==> config.mk <==
export PLATFORM = sky130hd
export DESIGN_NAME = pwhash_core_flat
export DESIGN_NICKNAME = d
export VERILOG_FILES = /design/src/rtl/pwhash_core_if.sv /design/src/rtl/pwhash_core.sv /design/src/flat_wrapper.sv
export SDC_FILE = /design/constraint.sdc
export NUM_CORES = 1
export LEC_CHECK = 0
export ABC_CLOCK_PERIOD_IN_PS = 13250
export BUFFER_PORTS_ARGS = -buffer_cell sky130_fd_sc_hd__buf_2
export CAP_MARGIN = 15
export CORE_MARGIN = 5
export CORE_UTILIZATION = 55
export DETAILED_ROUTE_END_ITERATION = 7
export PLACE_DENSITY_LB_ADDON = 0.3
export SLEW_MARGIN = 20
export SYNTH_ARGS = -nofsm -noshare
export SYNTH_HDL_FRONTEND = slang
export SYNTH_SLANG_ARGS = --single-unit
==> constraint.sdc <==
create_clock -name clk -period 13.25 [get_ports clk]
set_clock_uncertainty 0.05 [all_clocks]
set_input_delay 1.325 -clock clk [delete_from_list [all_inputs] [get_ports clk]]
set_output_delay 1.325 -clock clk [all_outputs]
set_load 0.05 [all_outputs]
==> src/rtl/pwhash_core_if.sv <==
// Serial-side signal bundle for pwhash_core: UART pair, flow control and
// the entropy source handshake. The host side drives rx/cts/trng_bit.
interface pwhash_core_if;
  logic rx;
  logic cts;
  logic tx;
  logic rts;
  logic trng_bit;
  logic trng_req;

  modport master (
    output rx,
    output cts,
    output trng_bit,
    input  tx,
    input  rts,
    input  trng_req
  );

  modport slave (
    input  rx,
    input  cts,
    input  trng_bit,
    output tx,
    output rts,
    output trng_req
  );
endinterface

==> src/rtl/pwhash_core.sv <==
// Password hashing core: receives a 4-byte password over UART, draws a
// 32-bit salt from a raw TRNG bit, hashes, and returns salt||hash.
// Command 0x02 instead returns one raw random byte.

// Two-flop synchronizer, both stages reset high. The synchronized side is
// int_sig because "int" is a reserved word.
module sync (
  input  logic clk,
  input  logic rst,
  input  logic ext,
  output logic int_sig
);
  logic meta;

  // Two-stage resynchronization into the clk domain.
  always_ff @(posedge clk or posedge rst) begin
    if (rst) begin
      meta    <= 1'b1;
      int_sig <= 1'b1;
    end else begin
      meta    <= ext;
      int_sig <= meta;
    end
  end
endmodule

module pwhash_core #(
  parameter int unsigned CLKS_PER_BIT = 104,
  parameter int unsigned TRNG_DIV     = 16
) (
  input  logic          clk,
  input  logic          rst,
  pwhash_core_if.slave  bus
);
  localparam int unsigned HALF = CLKS_PER_BIT / 2;
  localparam int unsigned CW   = (CLKS_PER_BIT > 1) ? $clog2(CLKS_PER_BIT) : 1;
  localparam int unsigned DW   = (TRNG_DIV > 1) ? $clog2(TRNG_DIV) : 1;

  typedef enum logic [1:0] {RX_IDLE, RX_START, RX_DATA, RX_STOP} rx_state_t;
  typedef enum logic       {TX_IDLE, TX_BUSY} tx_state_t;
  typedef enum logic [2:0] {IDLE, RECV_PW, SALT, HASH, SEND, RAND} state_t;

  logic rx_s, cts_s, trng_s;

  sync u_sync_rx   (.clk(clk), .rst(rst), .ext(bus.rx),       .int_sig(rx_s));
  sync u_sync_cts  (.clk(clk), .rst(rst), .ext(bus.cts),      .int_sig(cts_s));
  sync u_sync_trng (.clk(clk), .rst(rst), .ext(bus.trng_bit), .int_sig(trng_s));

  // ---------------------------------------------------------------- receiver
  rx_state_t      rx_state;
  logic           rx_prev;
  logic [CW-1:0]  rx_cnt;
  logic [2:0]     rx_bit;
  logic [7:0]     rx_shift;
  logic           rx_valid;
  logic [7:0]     rx_data;

  // 8N1 receiver: falling-edge start, mid-bit sampling, bad frames dropped.
  always_ff @(posedge clk or posedge rst) begin
    if (rst) begin
      rx_state <= RX_IDLE;
      rx_prev  <= 1'b1;
      rx_cnt   <= '0;
      rx_bit   <= '0;
      rx_shift <= '0;
      rx_valid <= 1'b0;
      rx_data  <= '0;
    end else begin
      rx_prev  <= rx_s;
      rx_valid <= 1'b0;
      case (rx_state)
        RX_IDLE: begin
          if (rx_prev && !rx_s) begin
            rx_state <= RX_START;
            rx_cnt   <= '0;
          end
        end
        RX_START: begin
          if (rx_cnt == CW'(HALF - 1)) begin
            rx_cnt <= '0;
            rx_bit <= '0;
            rx_state <= rx_s ? RX_IDLE : RX_DATA;
          end else begin
            rx_cnt <= rx_cnt + 1'b1;
          end
        end
        RX_DATA: begin
          if (rx_cnt == CW'(CLKS_PER_BIT - 1)) begin
            rx_cnt   <= '0;
            rx_shift <= {rx_s, rx_shift[7:1]};
            if (rx_bit == 3'd7) rx_state <= RX_STOP;
            else                rx_bit   <= rx_bit + 1'b1;
          end else begin
            rx_cnt <= rx_cnt + 1'b1;
          end
        end
        RX_STOP: begin
          if (rx_cnt == CW'(CLKS_PER_BIT - 1)) begin
            rx_cnt   <= '0;
            rx_state <= RX_IDLE;
            if (rx_s) begin
              rx_valid <= 1'b1;
              rx_data  <= rx_shift;
            end
          end else begin
            rx_cnt <= rx_cnt + 1'b1;
          end
        end
        default: rx_state <= RX_IDLE;
      endcase
    end
  end

  // ------------------------------------------------------------- transmitter
  tx_state_t      tx_state;
  logic           tx_q;
  logic [8:0]     tx_shift;
  logic [CW-1:0]  tx_cnt;
  logic [3:0]     tx_bitn;
  logic           tx_go;
  logic [7:0]     tx_byte;
  logic           tx_busy;

  assign tx_busy = (tx_state == TX_BUSY);

  // 8N1 transmitter; once loaded a frame always runs to its stop bit.
  always_ff @(posedge clk or posedge rst) begin
    if (rst) begin
      tx_state <= TX_IDLE;
      tx_q     <= 1'b1;
      tx_shift <= '0;
      tx_cnt   <= '0;
      tx_bitn  <= '0;
    end else begin
      case (tx_state)
        TX_IDLE: begin
          tx_q <= 1'b1;
          if (tx_go) begin
            tx_shift <= {1'b1, tx_byte};
            tx_q     <= 1'b0;
            tx_cnt   <= '0;
            tx_bitn  <= '0;
            tx_state <= TX_BUSY;
          end
        end
        TX_BUSY: begin
          if (tx_cnt == CW'(CLKS_PER_BIT - 1)) begin
            tx_cnt <= '0;
            if (tx_bitn == 4'd9) begin
              tx_q     <= 1'b1;
              tx_state <= TX_IDLE;
            end else begin
              tx_q     <= tx_shift[0];
              tx_shift <= {1'b1, tx_shift[8:1]};
              tx_bitn  <= tx_bitn + 1'b1;
            end
          end else begin
            tx_cnt <= tx_cnt + 1'b1;
          end
        end
        default: tx_state <= TX_IDLE;
      endcase
    end
  end

  // ------------------------------------------------------------ control FSM
  state_t         state;
  logic           rts_q;
  logic           trng_req_q;
  logic [1:0]     pw_cnt;
  logic [31:0]    pw_q;
  logic [31:0]    salt;
  logic [31:0]    hash;
  logic [DW-1:0]  div_cnt;
  logic [4:0]     bit_cnt;
  logic [1:0]     round;
  logic [63:0]    out_buf;
  logic [3:0]     send_left;

  function automatic logic [31:0] hash_round(input logic [31:0] h, input logic [7:0] p);
    return ({h[26:0], h[31:27]} ^ {24'h0, p}) + 32'h9E3779B9;
  endfunction

  // Command decode, salt/entropy collection, hashing and response queueing.
  // tx_go is a one-cycle pulse; SEND waits for both it and tx_busy to clear
  // so a byte is never issued twice across the one-cycle load latency.
  always_ff @(posedge clk or posedge rst) begin
    if (rst) begin
      state      <= IDLE;
      rts_q      <= 1'b1;
      trng_req_q <= 1'b0;
      pw_cnt     <= '0;
      pw_q       <= '0;
      salt       <= '0;
      hash       <= '0;
      div_cnt    <= '0;
      bit_cnt    <= '0;
      round      <= '0;
      out_buf    <= '0;
      send_left  <= '0;
      tx_go      <= 1'b0;
      tx_byte    <= '0;
    end else begin
      tx_go <= 1'b0;
      case (state)
        IDLE: begin
          rts_q <= 1'b0;
          if (rx_valid) begin
            if (rx_data == 8'h01) begin
              state  <= RECV_PW;
              pw_cnt <= '0;
            end else if (rx_data == 8'h02) begin
              state      <= RAND;
              rts_q      <= 1'b1;
              trng_req_q <= 1'b1;
              salt       <= '0;
              div_cnt    <= '0;
              bit_cnt    <= '0;
            end
          end
        end
        RECV_PW: begin
          if (rx_valid) begin
            pw_q   <= {pw_q[23:0], rx_data};
            pw_cnt <= pw_cnt + 1'b1;
            if (pw_cnt == 2'd3) begin
              state      <= SALT;
              rts_q      <= 1'b1;
              trng_req_q <= 1'b1;
              salt       <= '0;
              div_cnt    <= '0;
              bit_cnt    <= '0;
            end
          end
        end
        SALT: begin
          if (div_cnt == DW'(TRNG_DIV - 1)) begin
            div_cnt <= '0;
            salt    <= {salt[30:0], trng_s};
            bit_cnt <= bit_cnt + 1'b1;
            if (bit_cnt == 5'd31) begin
              trng_req_q <= 1'b0;
              hash       <= {salt[30:0], trng_s};
              round      <= '0;
              state      <= HASH;
            end
          end else begin
            div_cnt <= div_cnt + 1'b1;
          end
        end
        HASH: begin
          hash  <= hash_round(hash, pw_q[31:24]);
          pw_q  <= {pw_q[23:0], 8'h00};
          round <= round + 1'b1;
          if (round == 2'd3) begin
            out_buf   <= {salt, hash_round(hash, pw_q[31:24])};
            send_left <= 4'd8;
            state     <= SEND;
          end
        end
        RAND: begin
          if (div_cnt == DW'(TRNG_DIV - 1)) begin
            div_cnt <= '0;
            salt    <= {salt[30:0], trng_s};
            bit_cnt <= bit_cnt + 1'b1;
            if (bit_cnt == 5'd7) begin
              trng_req_q <= 1'b0;
              out_buf    <= {salt[6:0], trng_s, 56'h0};
              send_left  <= 4'd1;
              state      <= SEND;
            end
          end else begin
            div_cnt <= div_cnt + 1'b1;
          end
        end
        SEND: begin
          if (!tx_go && !tx_busy) begin
            if (send_left != '0) begin
              if (!cts_s) begin
                tx_go     <= 1'b1;
                tx_byte   <= out_buf[63:56];
                out_buf   <= {out_buf[55:0], 8'h00};
                send_left <= send_left - 1'b1;
              end
            end else begin
              state <= IDLE;
              rts_q <= 1'b0;
            end
          end
        end
        default: begin
          state <= IDLE;
          rts_q <= 1'b0;
        end
      endcase
    end
  end

  assign bus.tx       = tx_q;
  assign bus.rts      = rts_q;
  assign bus.trng_req = trng_req_q;
endmodule

==> src/flat_wrapper.sv <==
// flat-port wrapper written by rule: the top's interface ports become plain ports
module pwhash_core_flat 
#(
  parameter int unsigned CLKS_PER_BIT = 104,
  parameter int unsigned TRNG_DIV     = 16
)
  (clk, rst, bus_rx, bus_cts, bus_trng_bit, bus_tx, bus_rts, bus_trng_req);
  pwhash_core_if bus_i ();
  input  logic clk;
  input  logic rst;
  input wire logic [$bits(bus_i.rx)-1:0] bus_rx;
  input wire logic [$bits(bus_i.cts)-1:0] bus_cts;
  input wire logic [$bits(bus_i.trng_bit)-1:0] bus_trng_bit;
  output wire logic [$bits(bus_i.tx)-1:0] bus_tx;
  output wire logic [$bits(bus_i.rts)-1:0] bus_rts;
  output wire logic [$bits(bus_i.trng_req)-1:0] bus_trng_req;
  assign bus_i.rx = bus_rx;
  assign bus_i.cts = bus_cts;
  assign bus_i.trng_bit = bus_trng_bit;
  assign bus_tx = bus_i.tx;
  assign bus_rts = bus_i.rts;
  assign bus_trng_req = bus_i.trng_req;
  pwhash_core #(.CLKS_PER_BIT(CLKS_PER_BIT), .TRNG_DIV(TRNG_DIV)) u_core (.clk(clk), .rst(rst), .bus(bus_i));
endmodule
After elaboration in Yosys (flattened, before gate mapping). Cells that the tools add are included.

Memories kept: 0. Output and inout bits: 3. Bits in writable memories: 0. Input port bits: 5. Latch bits: 0. Bits in read-only memories: 0. Register bits: 249.

$mul: 0. Bitwise operators: 4. $lt $le $gt $ge: 0. Shifts and indexed selects: 0. Equality and inequality tests: 46. Add/subtract/negate cells: 10. Div/mod/pow operators: 0. Reduce and logical (&&, ||, !) cells: 33. Mux-type cells: 117.

Operator list (number): two-way mux 64 bit (6); two-way mux 32 bit (9); one-hot mux 64 bit (3 select lines) (1); one-hot mux 32 bit (2 select lines) (2); one-hot mux 32 bit (3 select lines) (1); two-way mux 4 bit (15); two-way mux 3 bit (15); != test 2 x 1 -> 1 bit (second input constant) (19); two-way mux 7 bit (5); adder 32 bit (second input constant) (1); bitwise XOR 32 x 8 -> 32 bit (1); two-way mux 5 bit (6); two-way mux 1 bit (27); two-way mux 9 bit (3); one-hot mux 4 bit (3 select lines) (2); two-way mux 2 bit (11); one-hot mux 7 bit (3 select lines) (1); one-hot mux 3 bit (6 select lines) (1); one-hot mux 9 bit (2 select lines) (1); one-hot mux 5 bit (3 select lines) (1); adder 7 x 1 -> 7 bit (second input constant) (2); == test 7 bit (second input constant) (2); one-hot mux 7 bit (2 select lines) (1); AND reduction 7 bit (2); 41 further kinds (75).

Depth between registers and ports, before layout.
Depth after elaboration: 5. Gate-level depth with buffers: 12.

Hierarchy. A second synthesis with hierarchy kept.

Cell total of the unflattened synthesis: 1257. Area, all modules: 12007.8 µm².

By module, submodules not included: pwhash_core (area each 11838.9 µm², cells each 1248, instances 1); sync (area each 56.3 µm², cells each 3, instances 3).

Worst setup path after synthesis. Ideal clock, no wire load.

Kind: register to register. Start: register u_core.send_left[0]. End: register u_core.out_buf[35]. Stages on the path, launching flop included: 11. Slack: 11.066 ns. Arrival time: 2.008 ns. Buffers on the path: 2. Library setup time: 0.126 ns. Cell sequence: dfrtp_1 > inv_1 > ha_1 > or3b_1 > clkbuf_1 > a21oi_1 > o21ai_1 > nor2b_4 > buf_2 > and3_1 > a221o_1.

Longest elaborated chain between the ends: 3.

RTL lines: start: declaration (line pwhash_core.sv:178) `logic [3:0] send_left;`; start signal: assignment (line pwhash_core.sv:283) `send_left <= send_left - 1'b1;`; nonzero test 4 bit (line pwhash_core.sv:278) `if (send_left != '0) begin`; != test 2 x 1 -> 1 bit (no line); AND reduction 7 bit (no line); end signal: assignment (line pwhash_core.sv:256) `out_buf <= {salt, hash_round(hash, pw_q[31:24])};`; end signal: assignment (line pwhash_core.sv:268) `out_buf <= {salt[6:0], trng_s, 56'h0};`; end signal: assignment (line pwhash_core.sv:282) `out_buf <= {out_buf[55:0], 8'h00};`; end: declaration (line pwhash_core.sv:177) `logic [63:0] out_buf;`.

No other way between the ends. A chain may end at the register's enable or synchronous reset.

Worst setup path in the final report.
Start: register u_core.state[0]. End: register u_core.out_buf[31].

Longest elaborated chain between the ends: 3. Elaborated cells on any way between the ends: 12. Those cells by class: 9 x eq/ne; 1 x mux; 2 x reduce/logical.

RTL lines: start: declaration (line pwhash_core.sv:167) `state_t state;`; start signal: assignment (line pwhash_core.sv:189) `state <= IDLE;`; start signal: assignment (line pwhash_core.sv:210) `state <= RECV_PW;`; start signal: assignment (line pwhash_core.sv:213) `state <= RAND;`; == test 3 bit / == test 3 x 2 -> 1 bit (equally long branches); != test 2 x 1 -> 1 bit (no line) (tied with other cells); AND reduction 7 bit (no line).

Several ways; a longest one is shown, not always the timed one.

==> impl_metrics.env <==
export IMPL_grt_max_degree=118
export IMPL_crit_chain="and3b_1 -> nand2_1 -> o21ai_1 -> nor2b_4 -> nand3_1 -> o21ai_0 -> a31oi_1"
export IMPL_h_tree_depth=1
export IMPL_cts_sinks=249
export IMPL_p_per_area_nw_per_um2=125.8
export IMPL_antenna_left=0
export IMPL_first_pass_iters=5
export IMPL_seq_area_um2=6242
export IMPL_finish_utilization=0.6050
export IMPL_die_area_um2=24830
export IMPL_tightest_slew_ps=1063
export IMPL_min_period_ps=3633
export IMPL_power_frac_clock=0.489
export IMPL_fin_crit_sh=0.2742
export IMPL_relSlewSlack=0.2907
export IMPL_drtIter0Drc=919
export IMPL_post_route_drc_count=0
export IMPL_multi_input_area_um2=5326
export IMPL_syn_avg_cell_area_um2=9.984
export IMPL_seq_power_share=0.478
export IMPL_hpwl_um=18800
export IMPL_yosysTopAreaCell="dfrtp_1"
export IMPL_timing_hold_ws_ps=305.1
export IMPL_max_freq_ghz=0.2753
export IMPL_clk_latency_ps=530
export IMPL_clkTransAtPathRegs_ps=60
export IMPL_die_w_um=157.6
export IMPL_comb_power_share=0.033
export IMPL_track_usage=0.2360
export IMPL_worst_r2r_setup_slack_ps=9620
export IMPL_cts_buffers=26
export IMPL_hold_buffers=0
export IMPL_setup_tns_final_ps=0
export IMPL_worstPathArrival_ps=3920
export IMPL_finalNetCount=1188
export IMPL_synth_most_common_cell="dfrtp_1"
export IMPL_dp_slack_ps=9808
export IMPL_cp_end_kind="flop"
export IMPL_holdCritPathClass="reg -> reg"
export IMPL_synth_nets=1218
export IMPL_yosysSeqAreaShare=0.5210
export IMPL_swShare=0.2115
export IMPL_numPortBuffers=7
export IMPL_cp_buffers_inverters=0
export IMPL_initial_utilization=0.5541
export IMPL_grt_overflow=0
export IMPL_finalMaxSlewViolations=0
export IMPL_synth_area_top_cells="dfrtp_1 50%, nand2_1 5.9%, o21ai_0 4.3%"
export IMPL_p_int_w=0.001298
export IMPL_synth_distinct_cells=83
export IMPL_cts_tree="done"
export IMPL_synthXorXnorAreaFrac=0.03321
export IMPL_yosys_area_share_simple=0.1677
export IMPL_synth_top_cell_area_share=0.5013
export IMPL_grt_pass1_vias=8649
export IMPL_die_h_um=157.6
export IMPL_ys_warn_count=0
export IMPL_layout_setup_ws_ps=9617
export IMPL_hold_viol=0
export IMPL_crit_family="simple AND/OR/NAND/NOR gates"
export IMPL_syn_inst=1200
export IMPL_num_rows=54
export IMPL_worstPathMaxFanout=50
export IMPL_post_synth_fa_ha_maj_area_fraction=0.01358
export IMPL_synth_edff_count=0
export IMPL_syn2layout_area_growth_pct=9.191
export IMPL_cts_buffer_depth=3
export IMPL_synthFlopType="dfrtp_1"
export IMPL_wire_per_inst_um=19.44
export IMPL_synth_mux_area_fraction=0.04856
export IMPL_ios=8
export IMPL_vias_per_cell=6.116
export IMPL_power_leakage_nw=6.052
export IMPL_wl_um=28560
export IMPL_p_switching_w=0.0003482
export IMPL_cts_setup_buffers=0
export IMPL_path_class="reg -> reg"
export IMPL_synth_compound_area_frac=0.1801
export IMPL_cts_root_buf="clkbuf_16"
export IMPL_async_flop_share=1.000
export IMPL_cp_start_kind="flop"
export IMPL_p_total_w=0.001646
export IMPL_ys_ff_latch=249
export IMPL_max_stage_delay_ps=1010
export IMPL_fillCellCount=1807
export IMPL_grt_pass1_wl_um=47030
export IMPL_antenna_found_initial=0
export IMPL_drv_cap=0
export IMPL_slowest_stage="dfrtp_1"
export IMPL_irDropWorstVdd_mv=0.1059
export IMPL_setup_viol=0
export IMPL_worstPathRequired_ps=13540
export IMPL_gp_congestion=0.8705
export IMPL_diodes=0
export IMPL_syn_area_um2=11980
export IMPL_vias=8984
export IMPL_cts_resized=0
export IMPL_drive_above_1_share=0.1177
export IMPL_synth_top_family_by_area="compound AO/OA/AOI/OAI gates"
export IMPL_rsz0062_at_grt="no"
export IMPL_core_um2=21620
export IMPL_status="completed"
export IMPL_synth_common_cells="240 x dfrtp_1, 189 x nand2_1, 102 x o21ai_0"
-- sequential cells by signal (all words and copies together), names as in the netlist, 2 cells and up, named ones only --
signal	cells
u_core.out_buf	64
u_core.div_cnt	4
u_core.pw_cnt	2
u_core.rx_cnt	7
u_core.send_left	4
u_core.tx_bitn	4
u_core.state	3
u_core.rx_data	8
u_core.tx_byte	8
u_core.round	2
u_core.rx_bit	3
u_core.pw_q	32
u_core.bit_cnt	5
u_core.rx_shift	8
u_core.hash	32
u_core.tx_shift	9
u_core.salt	32
u_core.tx_cnt	7
-- per-layer routing --
layer	up-vias	part of all wire	track usage	routed length, um
li1	4202	-	-	-
met2	271	0.46	0.3694	13200
met3	62	0.064	0.05030	1828
met4	0	0.029	0.05981	818
met1	4449	0.45	0.3397	12720
met5	-	0	0	0
-- cell families (layout without fill, tap and decap cells) --
family                   Yosys count  after routing
AND/OR/NAND/NOR                  421            421
AO/OA/AOI/OAI                    329            329
flip-flops                       249            249
buffers and inverters             92             81
multiplexers                      54             54
XOR/XNOR                          42             42
adder cells (fa/ha/maj)           13             13
-- final timing paths --
check                                           start                        to  cells after the start
worst max-delay path                  u_core.state[0]        u_core.out_buf[31]                      7
worst min-delay path            u_core.u_sync_rx.meta  u_core.u_sync_rx.int_sig                      0
worst max register to register        u_core.state[0]        u_core.out_buf[31]                      7
worst min register to register  u_core.u_sync_rx.meta  u_core.u_sync_rx.int_sig                      0
max in group asynchronous                         rst        u_core.out_buf[30]                      3
min in group asynchronous                         rst          u_core.rx_cnt[5]                      2
-- final cells by class --
cell class | count | share of cell area
inverter | 16 | 0.005165
timing repair buffer | 18 | 0.01052
multi-input combinational | 859 | 0.4072
sequential | 249 | 0.4772
clock buffer | 38 | 0.06016
clock inverter | 9 | 0.01301
tap | 280 | 0.02678
-- power groups by stage --
stage | clock [W] | combinational, W | sequential (W)
3_3_place_gp | 0 | 0.0000518 | 0.000800
2_1_floorplan | 0 | 0.0000447 | 0.000795
3_5_place_dp | 0 | 0.0000544 | 0.000800
5_1_grt | 0.000849 | 0.0000629 | 0.000788
4_1_cts | 0.000820 | 0.0000545 | 0.000786
6_report | 0.000805 | 0.0000543 | 0.000787
-- stage by stage --
stage	instance area, um^2	cells
floorplan	11980	1200
global placement	12090	1421
detailed placement	12090	1421
CTS	13050	1468
global route	13080	1469
finish	13080	1469
-- layout by cell type (no fill, tap or decap), drive strengths merged, types with 21 or more instances in the layout --
cell and count:
mux2i 21, a221o 24, nand3 28, nor2 88, o21ai 114, nand2 189, and3 39, mux2 33
dfrtp 240, a22o 29, a21oi 82, xor2 22, clkbuf 38
No activity file was read; power rests on OpenSTA's default activity.
